===== src/rtl/pixel_pkg.sv =====
// Shared constants, byte-address helper and fetch FSM states for the pixel fetch cache.
package pixel_pkg;

  localparam int IMG_W         = 640;
  localparam int IMG_H         = 480;
  localparam int BYTES_PER_ROW = 80;

  typedef enum logic [1:0] {
    S_IDLE,
    S_ISSUE,
    S_WAIT,
    S_FILL
  } fetch_state_t;

  // y*80 + x/8 built from shifts so no multiplier is inferred
  function automatic logic [15:0] pixel_byte_addr(input logic [9:0] x, input logic [9:0] y);
    logic [15:0] yw;
    yw = {6'b0, y};
    return (yw << 6) + (yw << 4) + {9'b0, x[9:3]};
  endfunction

endpackage


===== src/rtl/pixel_fetch_cache_line_store.sv =====
// Direct-mapped byte line store: tag/data arrays with one write port, a combinational
// read port and a single-cycle flush of every valid bit.
module pixel_line_store #(
  parameter int LINES = 4,
  parameter int IDX_W = 2,
  parameter int TAG_W = 14
) (
  input  logic             clk,
  input  logic             reset,
  input  logic             flush,
  input  logic             we,
  input  logic [IDX_W-1:0] wr_idx,
  input  logic [TAG_W-1:0] wr_tag,
  input  logic [7:0]       wr_data,
  input  logic [IDX_W-1:0] rd_idx,
  output logic             rd_valid,
  output logic [TAG_W-1:0] rd_tag,
  output logic [7:0]       rd_data
);

  logic [LINES-1:0] valid;
  logic [TAG_W-1:0] tag_mem  [LINES];
  logic [7:0]       data_mem [LINES];

  // flush beats a simultaneous write so a dropped fill never becomes visible
  always_ff @(posedge clk or posedge reset) begin
    if (reset) begin
      valid <= '0;
    end else if (flush) begin
      valid <= '0;
    end else if (we) begin
      valid[wr_idx] <= 1'b1;
    end
  end

  always_ff @(posedge clk) begin
    if (we) begin
      tag_mem[wr_idx]  <= wr_tag;
      data_mem[wr_idx] <= wr_data;
    end
  end

  assign rd_valid = valid[rd_idx];
  assign rd_tag   = tag_mem[rd_idx];
  assign rd_data  = data_mem[rd_idx];

endmodule


===== src/rtl/pixel_fetch_cache.sv =====
// Pixel request responder: zero-latency hits from a direct-mapped byte cache, misses
// fetched from packed image memory (8 pixels per byte) through a small FSM.
module pixel_fetch_cache
  import pixel_pkg::*;
#(
  parameter int IMG_W       = pixel_pkg::IMG_W,
  parameter int IMG_H       = pixel_pkg::IMG_H,
  parameter int LINES       = 4,
  parameter int MEM_LATENCY = 1
) (
  input  logic        clk,
  input  logic        reset,
  input  logic [9:0]  x,
  input  logic [9:0]  y,
  output logic        pixel,
  output logic        ready,
  input  logic        invalidate,
  output logic [15:0] rdaddress,
  input  logic [7:0]  rdata
);

  localparam int IDX_LOG = $clog2(LINES);
  localparam int IDX_W   = (IDX_LOG > 0) ? IDX_LOG : 1;
  localparam int TAG_W   = 16 - IDX_LOG;
  localparam logic [9:0] X_LIM = 10'(IMG_W);
  localparam logic [9:0] Y_LIM = 10'(IMG_H);

  fetch_state_t state, state_nxt;
  logic [15:0] addr, miss_addr;
  logic [1:0]  lat_cnt;
  logic [IDX_W-1:0] idx, fill_idx;
  logic [TAG_W-1:0] tag, fill_tag;
  logic        out_of_frame, hit, load_miss, fill_we;
  logic        line_valid;
  logic [TAG_W-1:0] line_tag;
  logic [7:0]  line_data;

  assign addr         = pixel_byte_addr(x, y);
  assign idx          = (LINES == 1) ? '0 : addr[IDX_W-1:0];
  assign tag          = TAG_W'(addr >> IDX_LOG);
  assign fill_idx     = (LINES == 1) ? '0 : miss_addr[IDX_W-1:0];
  assign fill_tag     = TAG_W'(miss_addr >> IDX_LOG);
  assign out_of_frame = (x >= X_LIM) || (y >= Y_LIM);

  pixel_line_store #(
    .LINES(LINES),
    .IDX_W(IDX_W),
    .TAG_W(TAG_W)
  ) u_line_store (
    .clk     (clk),
    .reset   (reset),
    .flush   (invalidate),
    .we      (fill_we),
    .wr_idx  (fill_idx),
    .wr_tag  (fill_tag),
    .wr_data (rdata),
    .rd_idx  (idx),
    .rd_valid(line_valid),
    .rd_tag  (line_tag),
    .rd_data (line_data)
  );

  assign hit   = line_valid && (line_tag == tag);
  assign ready = out_of_frame || hit;
  assign pixel = !out_of_frame && hit && line_data[x[2:0]];

  always_comb begin
    state_nxt = state;
    load_miss = 1'b0;
    fill_we   = 1'b0;
    unique case (state)
      S_IDLE: begin
        if (!invalidate && !out_of_frame && !hit) begin
          load_miss = 1'b1;
          state_nxt = S_ISSUE;
        end
      end
      S_ISSUE: state_nxt = invalidate ? S_IDLE : S_WAIT;
      S_WAIT: begin
        if (invalidate)          state_nxt = S_IDLE;
        else if (lat_cnt == 2'd0) state_nxt = S_FILL;
      end
      S_FILL: begin
        fill_we   = !invalidate;
        state_nxt = S_IDLE;
      end
      default: state_nxt = S_IDLE;
    endcase
  end

  // rdaddress only moves when a new miss is accepted, so it is stable for the whole fetch
  always_ff @(posedge clk or posedge reset) begin
    if (reset) begin
      state     <= S_IDLE;
      miss_addr <= '0;
      rdaddress <= '0;
      lat_cnt   <= '0;
    end else begin
      state <= state_nxt;
      if (load_miss) begin
        miss_addr <= addr;
        rdaddress <= addr;
      end
      if (state == S_ISSUE) begin
        lat_cnt <= 2'(MEM_LATENCY - 1);
      end else if (state == S_WAIT && lat_cnt != 2'd0) begin
        lat_cnt <= lat_cnt - 2'd1;
      end
    end
  end

endmodule


===== config.mk =====
export PLATFORM = sky130hd
export DESIGN_NAME = pixel_fetch_cache
export DESIGN_NICKNAME = d
export VERILOG_FILES = /design/src/rtl/pixel_pkg.sv /design/src/rtl/pixel_fetch_cache_line_store.sv /design/src/rtl/pixel_fetch_cache.sv
export SDC_FILE = /design/constraint.sdc
export NUM_CORES = 1
export LEC_CHECK = 0
export CORE_UTILIZATION = 32
export CTS_CLUSTER_DIAMETER = 120
export DETAILED_ROUTE_END_ITERATION = 6
export GPL_ROUTABILITY_DRIVEN = 0
export PLACE_DENSITY_LB_ADDON = 0.12
export SYNTH_ARGS = -nofsm -noshare
export SYNTH_HDL_FRONTEND = slang
export SYNTH_HIERARCHICAL = 1
export SYNTH_SLANG_ARGS = --single-unit
export TNS_END_PERCENT = 100

===== constraint.sdc =====
create_clock -name clk -period 7 [get_ports clk]
set_clock_uncertainty 0.1 [all_clocks]
set_input_delay 1.4 -clock clk [delete_from_list [all_inputs] [get_ports clk]]
set_output_delay 1.4 -clock clk [all_outputs]
set_load 0.02 [all_outputs]

==> results.py <==
metrics = {
    "timing": {
        "setup_viol": 0,
        "hold_viol_final": 0,
        "max_freq_ghz": 0.149,
        "final_max_slew_viol_count": 0,
        "worst_pin_slew_ns": 0.901,
        "rsz0062_at_grt": "no",
        "fin_crit_sh_pct": 96.1,
        "finalSetupTns_ns": 0,
        "min_period_ns": 6.73,
        "relSlewSlack_pct": 39.9,
    },
    "setup_path": {
        "reg2reg_to": "miss_addr[0]",
        "slowest_delay_ns": 0.67,
        "r2r_start": "u_line_store/tag_mem[3][13]",
        "worstPathRequired_ns": 5.50,
        "critPathBufInv": 4,
        "path_max_fanout": 3,
        "critPathLaunchType": "primary input",
        "cp_slowest_cell": "clkdlybuf4s50_1",
        "cp_top_family": "buffers and inverters",
        "critPathLaunch": "y[0]",
        "worst-setup-path-type": "in2out",
        "r2r_cells": 8,
        "path_cells": "clkdlybuf4s50_1 -> inv_1 -> fa_1 -> inv_1 -> fa_1 -> and3_1 -> nor2_1 -> xnor3_1 -> a31oi_1 -> nand4_1 -> a211o_1 -> nor4_2 -> clkdlybuf4s50_1",
        "end_kind": "primary output",
        "crit_arrival_ns": 5.23,
        "cp.depth": 13,
        "regToRegSetupSlack_ns": 3.31,
        "endpoint": "pixel",
    },
    "global_route": {
        "grt_usage_pct": 14.8,
        "use_met3_pct": 3.79,
        "globalRouteOverflowTotal": 0,
        "met1_usage_pct": 19.6,
        "antenna_found_initial": 0,
        "met2_usage_pct": 24.1,
        "grt_max_degree": 25,
        "top_usage_layer": "met2",
        "grt_pass1_wl_um": 19400,
        "first_global_vias": 3322,
    },
    "pwr": {
        "clockPowerShare_pct": 29.3,
        "vdd_drop_max_v": 0.000180,
        "p_switching_w": 0.000510,
        "combPwrFrac_pct": 22.7,
        "p_int_w": 0.00134,
        "p_per_area_mw_per_mm2": 283,
        "swShare_pct": 27.6,
        "seq_power_share_pct": 48.1,
        "p_total_w": 0.00185,
        "leakagePower_nw": 2.40,
    },
    "placed_design": {
        "io_buffers": 48,
        "dpl.hpwl_um": 8400,
        "dpl_cell_area_mm2": 0.00621,
    },
    "logic_synthesis": {
        "syn-mean-instance-area_um2": 15.9,
        "synth_nets": 397,
        "synth-async-reset-ratio_pct": 21.4,
        "syn_inst": 344,
        "ys_seq_area_share_pct": 59.1,
        "ys_warn_count": 6,
        "synth_edf_count": 88,
        "synth_flop_cell": "edfxtp_1",
        "yosysUniqueCellTypes": 59,
        "synth-seq-cells": 112,
        "syn_area_mm2": 0.00549,
    },
    "finish": {
        "layout_commonest_cell": "edfxtp_1",
        "antennaDiodeCount": 0,
        "syn_to_final_growth_pct": 19.0,
        "finalInstanceArea_mm2": 0.00653,
        "utilization_pct": 39.2,
        "final_cell_mix": "edfxtp_1 (88), clkdlybuf4s50_1 (46), dfrtp_1 (24)",
        "finalNetCount": 452,
        "drive_gt1_share_pct": 18.1,
    },
    "clocking": {
        "clock_latency_ns": 0.35,
        "cts_root_buf": "clkbuf_16",
        "cts_max_path_buffers": 2,
        "cts_tree": "yes",
        "numCtsBuffers": 9,
        "h-tree-depth": 3,
        "cts_sinks": 112,
        "clkTransAtPathRegs_ns": 0.07,
        "hold_buffers": 0,
    },
    "routing": {
        "first_pass_iters": 4,
        "ant_nets": 0,
        "drc_errors": 0,
        "drt_wl_total_um": 12000,
        "wl_per_cell_um": 19.2,
        "vias": 3098,
        "avgViaCountPerCell": 4.96,
        "drt-initial-drc-count": 133,
    },
    "die": {
        "die_y_um": 133,
        "num_rows": 47,
        "ios": 49,
        "dieArea_mm2": 0.0177,
        "fp.dieW_um": 133,
        "coreArea_mm2": 0.0166,
        "start_util_pct": 33.0,
    },
    "hold_path": {
        "holdCritPathClass": "reg2reg",
    },
    "outcome": {
        "status": "complete, no violations",
    },
    "job": {
        "cap_violations": 0,
    },
}
## synthesized netlist by cell type (2+ instances only)
cell	instances	area, um2
a31oi_1	2	12.5
nor3_1	6	30.0
xnor2_1	15	131
a21o_1	3	22.5
nand2_1	15	56.3
nand3_1	3	15.0
xnor3_1	2	45.0
fa_1	2	40.0
buf_12	3	60.1
clkbuf_1	2	7.51
and3_1	7	43.8
nor3b_1	3	22.5
o21a_1	2	15.0
a22oi_1	2	15.0
mux4_1	3	78.8
and4_1	2	17.5
mux4_2	22	495
buf_2	5	25.0
nor4_1	3	18.8
ha_1	20	250
nand4_1	3	18.8
mux2_4	8	120
mux2_2	8	90.1
mux2i_1	6	60.1
nand3b_1	2	15.0
a21oi_1	7	35.0
a21oi_2	2	17.5
o21ba_2	2	20.0
nor4b_1	2	17.5
xor2_1	5	43.8
o21ai_0	10	50.1
dfrtp_1	24	601
edfxtp_1	88	2640
nor2_1	16	60.1
inv_1	15	56.3
## tightest hold or removal path, cell delays in order (launching register included)
cell and delay [ns]:
dfrtp_1 0.34, a31oi_1 0.04, nor2_1 0.08
## state kept, by name, indices dropped and copies added, names as in the netlist
name and count:
u_line_store/tag_mem 56, u_line_store/data_mem 32, miss_addr 16, u_line_store/valid 4
lat_cnt 2, state 2
## worst min-delay path by stage
stage / from / end / slack, ns / cells past startpoint
CTS: u_line_store/valid[3] / u_line_store/valid[3] / 0.41 / 2
floorplan: u_line_store/valid[3] / u_line_store/valid[3] / 0.35 / 2
global route: u_line_store/valid[3] / u_line_store/valid[3] / 0.43 / 2
global placement: u_line_store/valid[3] / u_line_store/valid[3] / 0.38 / 2
detailed placement: u_line_store/valid[3] / u_line_store/valid[3] / 0.38 / 2
finish: u_line_store/valid[3] / u_line_store/valid[3] / 0.41 / 2
## layout make-up
class,count,area [um2]
fillers,1547,10100
flip-flops and latches,112,3240
repair buffers,56,551
well taps,220,275
inverters,15,56.3
clock inverters,5,81.3
clock buffers,11,233
multi-input cells,205,2090
## logic make-up (layout without fill, tap and decap cells)
| group | count (synthesis) | after routing | share of synthesized area (%) |
|---|---|---|---|
| simple gates | 70 | 70 | 7.09 |
| buf+inv | 27 | 87 | 3.01 |
| compound gates | 43 | 43 | 5.79 |
| mux | 47 | 47 | 15.4 |
| xor+xnor | 23 | 23 | 4.31 |
| fa+ha+maj | 22 | 22 | 5.29 |
| flops | 112 | 112 | 59.1 |
## per-layer routing
metal	share of wire, %	wire length, um
met3	2.7	327
met2	49	5900
met5	0	0
met4	1.2	143
met1	47	5600
## power groups by stage
stage | Clock, W | Sequential [W] | Combinational, W
final | 0.000542 | 0.000889 | 0.000419
after global placement | 0 | 0.000899 | 0.000420
after global routing | 0.000584 | 0.000902 | 0.000451
after floorplan | 0 | 0.000926 | 0.000211
after detailed placement | 0 | 0.000901 | 0.000421
after CTS | 0.000560 | 0.000889 | 0.000424
## per-stage QoR
stage                     instances  setup WS [ns]  hold WS (ns)
final                           624          0.271         0.405
after global routing            624         0.0288         0.427
after CTS                       624         0.0710         0.406
after detailed placement        608         0.0843         0.382
after global placement          608          0.133         0.381
after floorplan                 344           1.19         0.355
## timing repair
| item | 4_1_cts | 5_1_grt |
|---|---|---|
| setup endpoints to repair | 0 | 2 |
| gates resized for setup | 0 | 3 |
| setup buffers | 0 | 0 |
Note: power is estimated with default switching activity, not from simulation.
